`src/rtl/ili9341_frame_streamer_pkg.sv`:
```
// ili9341_frame_streamer_pkg: shared FSM states and display constants
package ili9341_frame_streamer_pkg;
  typedef enum logic [3:0] {
    S_IDLE, S_CUR_REQ, S_CUR_ACK, S_CUR_WAIT, S_FETCH, S_LOOKUP,
    S_PIX_REQ, S_PIX_ACK, S_PIX_WAIT, S_ADVANCE, S_DONE
  } state_t;
  localparam logic [15:0] RGB565_BLACK = 16'h0000;
  localparam logic [15:0] RGB565_WHITE = 16'hFFFF;
  localparam int DISP_W = 240;
  localparam int DISP_H = 320;
endpackage

```
`src/rtl/ili9341_frame_streamer_palette.sv`:
```
// ili9341_frame_streamer_palette: RGB565 palette with sync write and async read
module ili9341_frame_streamer_palette #(
  parameter int IDX_W = 4
) (
  input  logic             clk,
  input  logic             we,
  input  logic [IDX_W-1:0] waddr,
  input  logic [15:0]      wdata,
  input  logic [IDX_W-1:0] raddr,
  output logic [15:0]      rdata
);
  logic [15:0] mem_q [2**IDX_W];
  always_ff @(posedge clk) if (we) mem_q[waddr] <= wdata;
  assign rdata = mem_q[raddr];
endmodule

```
`src/rtl/ili9341_frame_streamer.sv`:
```
// ili9341_frame_streamer: walks an indexed framebuffer, pixel-doubles it and streams RGB565 to the LCD driver
module ili9341_frame_streamer
  import ili9341_frame_streamer_pkg::*;
#(
  parameter int SRC_W  = 120,
  parameter int SRC_H  = 160,
  parameter int SCALE  = 2,
  parameter int IDX_W  = 4,
  parameter int ADDR_W = 15
) (
  input  logic              clk_16MHz,
  input  logic              reset,
  input  logic              frame_start,
  output logic              active,
  output logic              frame_done,
  output logic [ADDR_W-1:0] fb_addr,
  input  logic [IDX_W-1:0]  fb_data,
  input  logic              pal_we,
  input  logic [IDX_W-1:0]  pal_addr,
  input  logic [15:0]       pal_wdata,
  input  logic              lcd_busy,
  output logic              reset_cursor,
  output logic [15:0]       pix_data,
  output logic              pix_clk
);
  localparam int XR_W = $clog2(SCALE + 1);
  localparam int XS_W = $clog2(SRC_W + 1);
  localparam int YS_W = $clog2(SRC_H + 1);
  localparam logic [XR_W-1:0] REP_MAX = XR_W'(SCALE - 1);
  localparam logic [XS_W-1:0] XS_MAX = XS_W'(SRC_W - 1);
  localparam logic [YS_W-1:0] YS_MAX = YS_W'(SRC_H - 1);
  state_t state_q, state_d;
  logic active_q, active_d, frame_done_q, frame_done_d;
  logic reset_cursor_q, reset_cursor_d, pix_clk_q, pix_clk_d;
  logic [15:0] pix_data_q, pix_data_d, pal_rdata;
  logic [XR_W-1:0] x_rep_q, x_rep_d, y_rep_q, y_rep_d;
  logic [XS_W-1:0] x_src_q, x_src_d;
  logic [YS_W-1:0] y_src_q, y_src_d;
  logic [ADDR_W-1:0] row_base_q, row_base_d;
  logic xr_last, line_wrap, pass_wrap;
  ili9341_frame_streamer_palette #(.IDX_W(IDX_W)) u_pal (
    .clk(clk_16MHz), .we(pal_we), .waddr(pal_addr), .wdata(pal_wdata),
    .raddr(fb_data), .rdata(pal_rdata)
  );
  assign active       = active_q;
  assign frame_done   = frame_done_q;
  assign reset_cursor = reset_cursor_q;
  assign pix_clk      = pix_clk_q;
  assign pix_data     = pix_data_q;
  assign fb_addr      = row_base_q + ADDR_W'(x_src_q);
  always_ff @(posedge clk_16MHz) begin
    if (reset) begin
      state_q        <= S_IDLE;
      active_q       <= 1'b0;
      frame_done_q   <= 1'b0;
      reset_cursor_q <= 1'b0;
      pix_clk_q      <= 1'b0;
      pix_data_q     <= RGB565_BLACK;
      x_rep_q        <= '0;
      y_rep_q        <= '0;
      x_src_q        <= '0;
      y_src_q        <= '0;
      row_base_q     <= '0;
    end else begin
      state_q        <= state_d;
      active_q       <= active_d;
      frame_done_q   <= frame_done_d;
      reset_cursor_q <= reset_cursor_d;
      pix_clk_q      <= pix_clk_d;
      pix_data_q     <= pix_data_d;
      x_rep_q        <= x_rep_d;
      y_rep_q        <= y_rep_d;
      x_src_q        <= x_src_d;
      y_src_q        <= y_src_d;
      row_base_q     <= row_base_d;
    end
  end
  always_comb begin
    xr_last        = x_rep_q == REP_MAX;
    line_wrap      = xr_last && x_src_q == XS_MAX;
    pass_wrap      = line_wrap && y_rep_q == REP_MAX;
    state_d        = state_q;
    active_d       = active_q;
    frame_done_d   = 1'b0;
    reset_cursor_d = reset_cursor_q;
    pix_clk_d      = pix_clk_q;
    pix_data_d     = pix_data_q;
    x_rep_d        = x_rep_q;
    y_rep_d        = y_rep_q;
    x_src_d        = x_src_q;
    y_src_d        = y_src_q;
    row_base_d     = row_base_q;
    case (state_q)
      S_IDLE: begin
        state_d  = frame_start ? S_CUR_REQ : S_IDLE;
        active_d = frame_start;
      end
      S_CUR_REQ: begin
        state_d        = lcd_busy ? S_CUR_REQ : S_CUR_ACK;
        reset_cursor_d = !lcd_busy;
      end
      S_CUR_ACK: begin
        state_d        = lcd_busy ? S_CUR_WAIT : S_CUR_ACK;
        reset_cursor_d = !lcd_busy;
      end
      S_CUR_WAIT: state_d = lcd_busy ? S_CUR_WAIT : S_FETCH;
      S_FETCH:    state_d = S_LOOKUP;
      S_LOOKUP: begin
        pix_data_d = pal_rdata;
        state_d    = S_PIX_REQ;
      end
      S_PIX_REQ: begin
        state_d   = lcd_busy ? S_PIX_REQ : S_PIX_ACK;
        pix_clk_d = !lcd_busy;
      end
      S_PIX_ACK: begin
        state_d   = lcd_busy ? S_PIX_WAIT : S_PIX_ACK;
        pix_clk_d = !lcd_busy;
      end
      S_PIX_WAIT: state_d = lcd_busy ? S_PIX_WAIT : S_ADVANCE;
      S_ADVANCE: begin
        x_rep_d    = xr_last ? '0 : x_rep_q + 1'b1;
        x_src_d    = !xr_last ? x_src_q : line_wrap ? '0 : x_src_q + 1'b1;
        y_rep_d    = !line_wrap ? y_rep_q : pass_wrap ? '0 : y_rep_q + 1'b1;
        y_src_d    = !pass_wrap ? y_src_q : y_src_q == YS_MAX ? '0 : y_src_q + 1'b1;
        row_base_d = !pass_wrap ? row_base_q : y_src_q == YS_MAX ? '0 : row_base_q + ADDR_W'(SRC_W);
        state_d    = pass_wrap && y_src_q == YS_MAX ? S_DONE : S_FETCH;
      end
      S_DONE: begin
        frame_done_d = 1'b1;
        active_d     = 1'b0;
        state_d      = S_IDLE;
      end
      default: state_d = S_IDLE;
    endcase
  end
endmodule

```
`config.mk`:
```
export PLATFORM = sky130hd
export DESIGN_NAME = ili9341_frame_streamer
export DESIGN_NICKNAME = d
export VERILOG_FILES = /design/src/rtl/ili9341_frame_streamer_pkg.sv /design/src/rtl/ili9341_frame_streamer_palette.sv /design/src/rtl/ili9341_frame_streamer.sv
export SDC_FILE = /design/constraint.sdc
export NUM_CORES = 1
export LEC_CHECK = 0
export BUFFER_PORTS_ARGS = -buffer_cell sky130_fd_sc_hd__buf_2
export CORE_UTILIZATION = 35
export CTS_CLUSTER_SIZE = 12
export DETAILED_ROUTE_END_ITERATION = 8
export SYNTH_ARGS = -nofsm -noshare
export SYNTH_HDL_FRONTEND = slang
export SYNTH_HIERARCHICAL = 1
export SYNTH_SLANG_ARGS = --single-unit
```
`constraint.sdc`:
```
create_clock -name clk_16MHz -period 2.81 [get_ports clk_16MHz]
set_clock_uncertainty 0.15 [all_clocks]
set_input_delay 0.281 -clock clk_16MHz [delete_from_list [all_inputs] [get_ports clk_16MHz]]
set_output_delay 0.281 -clock clk_16MHz [all_outputs]
set_load 0.03 [all_outputs]
```
# Yosys cells after proc, flatten, opt, wreduce, memory -nomap -nowiden
# Memory sizes are Yosys's and may differ from the RTL's. A register that Yosys moved wholly into a read port is not among the register bits.
# Cells that the tools add are included.
# word_totals
memories	1
input_bits	29
reg_bits	42
out_inout_bits	35
ram_bits	256
wordCells	60
# mem_list
name	depth	word_bits	rd	rd_ports_with_merged_regs	write_ports	line_no	text
u_pal.mem_q	16	16	1	1	1	ili9341_frame_streamer_palette.sv:12	logic [15:0] mem_q [2**IDX_W];
# op_classes
n_eq_ne	14
muxes	18
add_sub_neg	6
reduce_logical	11
# op_table
op	count
case mux 4 bit (10 select lines)	1
equality test 4 x 3 -> 1 bit (second input constant)	4
adder 15 x 7 -> 15 bit	1
adder 15 x 7 -> 15 bit (second input constant)	1
two-way mux 15 bit	1
equality test 4 bit (second input constant)	3
adder 8 x 1 -> 8 bit (second input constant)	1
equality test 4 x 2 -> 1 bit (second input constant)	2
equality test 8 bit (second input constant)	1
two-way mux 4 bit	2
two-way mux 8 bit	1
adder 7 x 1 -> 7 bit (second input constant)	1
equality test 7 bit (second input constant)	1
two-way mux 1 bit	7
two-way mux 7 bit	1
two-way mux 2 bit	3
AND reduction 2 bit	3
adder 2 x 1 -> 2 bit (second input constant)	2
equality test 2 x 1 -> 1 bit (second input constant)	2
equality test 4 x 1 -> 1 bit (second input constant)	1
logical NOT 4 bit	1
OR reduction 2 bit	2
logical AND 1 bit	3
two-way mux 3 bit	1
other kinds (3)	3

# Longest topological paths before layout
# depth
depth_word	6
mapped_depth	7
mapped_depth_nobuf	6

# Modules after synthesis
# Netlist, hierarchy kept.
# modules_own_cells
module	seq_area_each_um2	cells_per_inst	instances	area_per_inst_um2
ili9341_frame_streamer_palette	7687.4	416	1	9723.1
ili9341_frame_streamer	1101.1	329	1	2786.4

# Worst setup path after synthesis
# No wires, ideal clock.
# synth_path
path_kind	input port to flip-flop
from	in pal_addr[2]
to	mem u_pal.mem_q[0][0], enable pin
required_time_ps	2251
t_arrival_ps	1927
path_slack_ps	324
setup_ps	409
path_stages	2
path_buffers	0
path_cell_list	or3b_2 -> nor3_1
# synth_lines
item	line_no	text
from (decl)	ili9341_frame_streamer.sv:19	input logic [IDX_W-1:0] pal_addr,
to (decl)	ili9341_frame_streamer_palette.sv:12	
# Straight into the memory's write port.

# Worst setup path in the final report
# layout_path
from	reg row_base_q[4]
to	out fb_addr[8]
# layout_via
elab_chain_cells	1
# layout_rtl
item	line_no	text
from (decl)	ili9341_frame_streamer.sv:39	logic [ADDR_W-1:0] row_base_q, row_base_d;
from (signal assigned)	ili9341_frame_streamer.sv:75	row_base_q <= row_base_d;
adder 15 x 7 -> 15 bit	ili9341_frame_streamer.sv:50	assign fb_addr = row_base_q + ADDR_W'(x_src_q);
to (decl)	ili9341_frame_streamer.sv:16	output logic [ADDR_W-1:0] fb_addr,
# No other way between the ends.

==> reports/results.ini <==
[run_status]
outcome = completed

[logic_synthesis]
syn_inst = 745
ys_seq_area_share_pct = 70.3
synth-async-reset-ratio_pct = 0
syn-num-nets = 782
syn_area_per_cell_um2 = 16.8
ys.warnings.count = 6
syn-cell-area_mm2 = 0.0125
synth_enable_flop_cells = 256
ys_ff_latch = 311
synth-main-ff-cell = edfxtp_1
synth_cell_types = 58

[finish]
area_growth_pct = 18.9
layout-drive-gt1-share_pct = 25.8
design_area_mm2 = 0.0149
nFillCells = 3127
nets = 895

[hold_path]
holdPathStages = 1
hp-class = primary input to register
hold_start = pal_wdata[3]

[worst_setup_path]
criticalPathCategory = register to output pin
crit_buf_inv = 1
required_ns = 2.38
arrival_ns = 2.26
worst-r2r-cell-count = 5
startpoint_type = register
startpoint = row_base_q[4]
worstReg2RegStart = x_src_q[0]
critical_path.slowest_cell = ha_2
endpoint_kind = output pin
critPathMaxStageDelay_ns = 0.40
worstSetupPathDepth = 6
critical_path.cell_chain = ha_2 -> nand3_1 -> a21bo_2 -> a21boi_0 -> xor2_1 -> buf_2
crit_fanout = 5
cp_top_family = compound AO/OA/AOI/OAI gates

[timing]
setup_viol = 0
fin_tns_setup_ns = 0
finalHoldViolations = 0
relSlewSlack_pct = 53.9
finalCritPeriodShare_pct = 95.9
tightest_slew_ns = 0.691
max_freq_ghz = 0.371
rsz0062_at_grt = no
slew_violations = 0
final.min_clock_period_ns = 2.70

[place]
routabilityCongestion = 0.790
port_buffers = 63
dp_hpwl_um = 16200
placed_cell_area_mm2 = 0.0136

[die]
core_mm2 = 0.0349
start_util_pct = 35.9
die_h_um = 191
design.portCount = 64
die_w_um = 191
rows = 68
die_area_mm2 = 0.0365

[global_routing]
grt_pass1_vias = 6987
antenna_found_initial = 2
grt_pass1_wl_um = 42600
overflow = 0
grt_max_degree = 65
grt.total_usage_pct = 15.8

[run]
drv_cap = 0

[clock_tree]
clock_latency_ns = 0.54
cts_buffer_depth = 3
cts.reportedPaths.clkPinSlew_ns = 0.06
h-tree-depth = 2
cts_buffers = 34
post_cts_buffers = 0
cts_tree = done
clock-root-buffer = clkbuf_16
cts_sinks = 311

[route]
postRouteAntennaNets = 0
drt_iter0_markers = 450
detail_route.wl_per_cell_um = 20.9
vias = 6978
via_per_inst = 5.21
first_pass_iters = 5
routed_wl_um = 27900
drc = 0

[power]
power_density_mw_per_mm2 = 672
vdd_drop_max_v = 0.000456
leakage_nw = 5.03

## report_power, final
group / total, W / internal (W) / switching (W)
Combinational: 0.000478 / 0.000201 / 0.000277
Sequential: 0.00509 / 0.00507 / 0.0000200
Clock: 0.00443 / 0.00262 / 0.00181
## state kept, by name, summed over array words and instances (netlist names)
name / cells
y_rep_q: 2
state_q: 4
reset_cursor: 1
u_pal/mem_q: 256
y_src_q: 8
row_base_q: 12
pix_data: 16
x_rep_q: 2
frame_done: 1
active: 1
pix_clk: 1
x_src_q: 7
## per-layer routing
metal  GRT usage (%)  wire [µm]  part of all wire (%)
met1            22.8      13400                    48
met2            24.1      12600                    45
met3            3.03       1400                   5.0
met4            4.52        548                   2.0
met5               0         10                 0.036
## per-stage QoR
| step | setup WS [ns] | util (%) | power (W) | std cells | hold slack (ns) |
|---|---|---|---|---|---|
| finish | 0.114 | 42.6 | 0.0100 | 1340 | 0.0112 |
| global route | 0.0109 | 42.6 | 0.0103 | 1339 | 0.0212 |
| CTS | 0.0347 | 42.6 | 0.0101 | 1339 | 0.00131 |
| detailed placement | 0.618 | 38.9 | 0.00565 | 1258 | 0.274 |
| global placement | 0.654 | 38.9 | 0.00564 | 1258 | 0.262 |
| floorplan | 0.324 | - | 0.00546 | 745 | 0.230 |
## worst reg2reg max path, cell delays in order, from the launching register on
cell,delay [ns]
dfxtp_1,0.38
ha_1,0.19
and4b_1,0.34
nand4_4,0.32
or4_1,0.59
a21oi_1,0.15
## logic make-up after synthesis
logic type	count (synthesis)	share of synthesized area [%]
mux	67	12.1
flops	311	70.3
other cells	1	0.0300
fa+ha+maj	8	0.800
compound gates	113	5.72
simple gates	176	7.56
buf+inv	46	1.96
xor+xnor	23	1.61
## cells in the mapped netlist (all sizes together) (10+ instances only)
cell      n  area (µm²)
dfxtp    55        1100
buf      24         161
mux4     64        1480
a21oi    49         249
o31ai    10        75.1
or4      10        78.8
edfxtp  256        7690
nor2     29         109
xor2     14         123
a22oi    32         240
clkbuf   16        61.3
o21ai    10        50.1
nand2    62         233
nand3    12        60.1
## layout make-up
| cell class | instances | area [µm²] | share of cell area [%] |
|---|---|---|---|
| clock buffer | 52 | 938 | 6.31 |
| sequential | 311 | 8790 | 59.1 |
| tap | 455 | 569 | 3.83 |
| antenna | 1 | 2.50 | 0.0168 |
| timing repair buffer | 117 | 846 | 5.69 |
| multi-input combinational | 388 | 3540 | 23.8 |
| inverter | 6 | 22.5 | 0.151 |
| clock inverter | 10 | 170 | 1.14 |
## placed cells by master, fill, tap and decap left out, drive strengths merged, types with 8 or more instances in the layout
cell type and count:
buf 98, clkbuf 52, or4 10, o31ai 10
or3 9, a21oi 49, o21ai 10, xnor2 9
dfxtp 55, dlygate4sd3 19, xor2 14, edfxtp 256
inv 9, nand3 12, nor2 29, ha 8
a22oi 32, mux4 64, nand2 62
## timing repair
action | CTS | global route
resized for setup | 0 | 5
endpoints found under the setup margin | 0 | 4
hold buffers | 19 | 0
hold endpoints to repair | 246 | 0
## final timing paths
check / to / slack [ns]
setup / recovery: fb_addr[8] / 0.11
hold / removal: u_pal/mem_q[14][3] / 0.01
setup reg to reg: row_base_q[11] / 0.63
hold reg to reg: y_rep_q[1] / 0.28
Power figures use the tool's default switching activity.
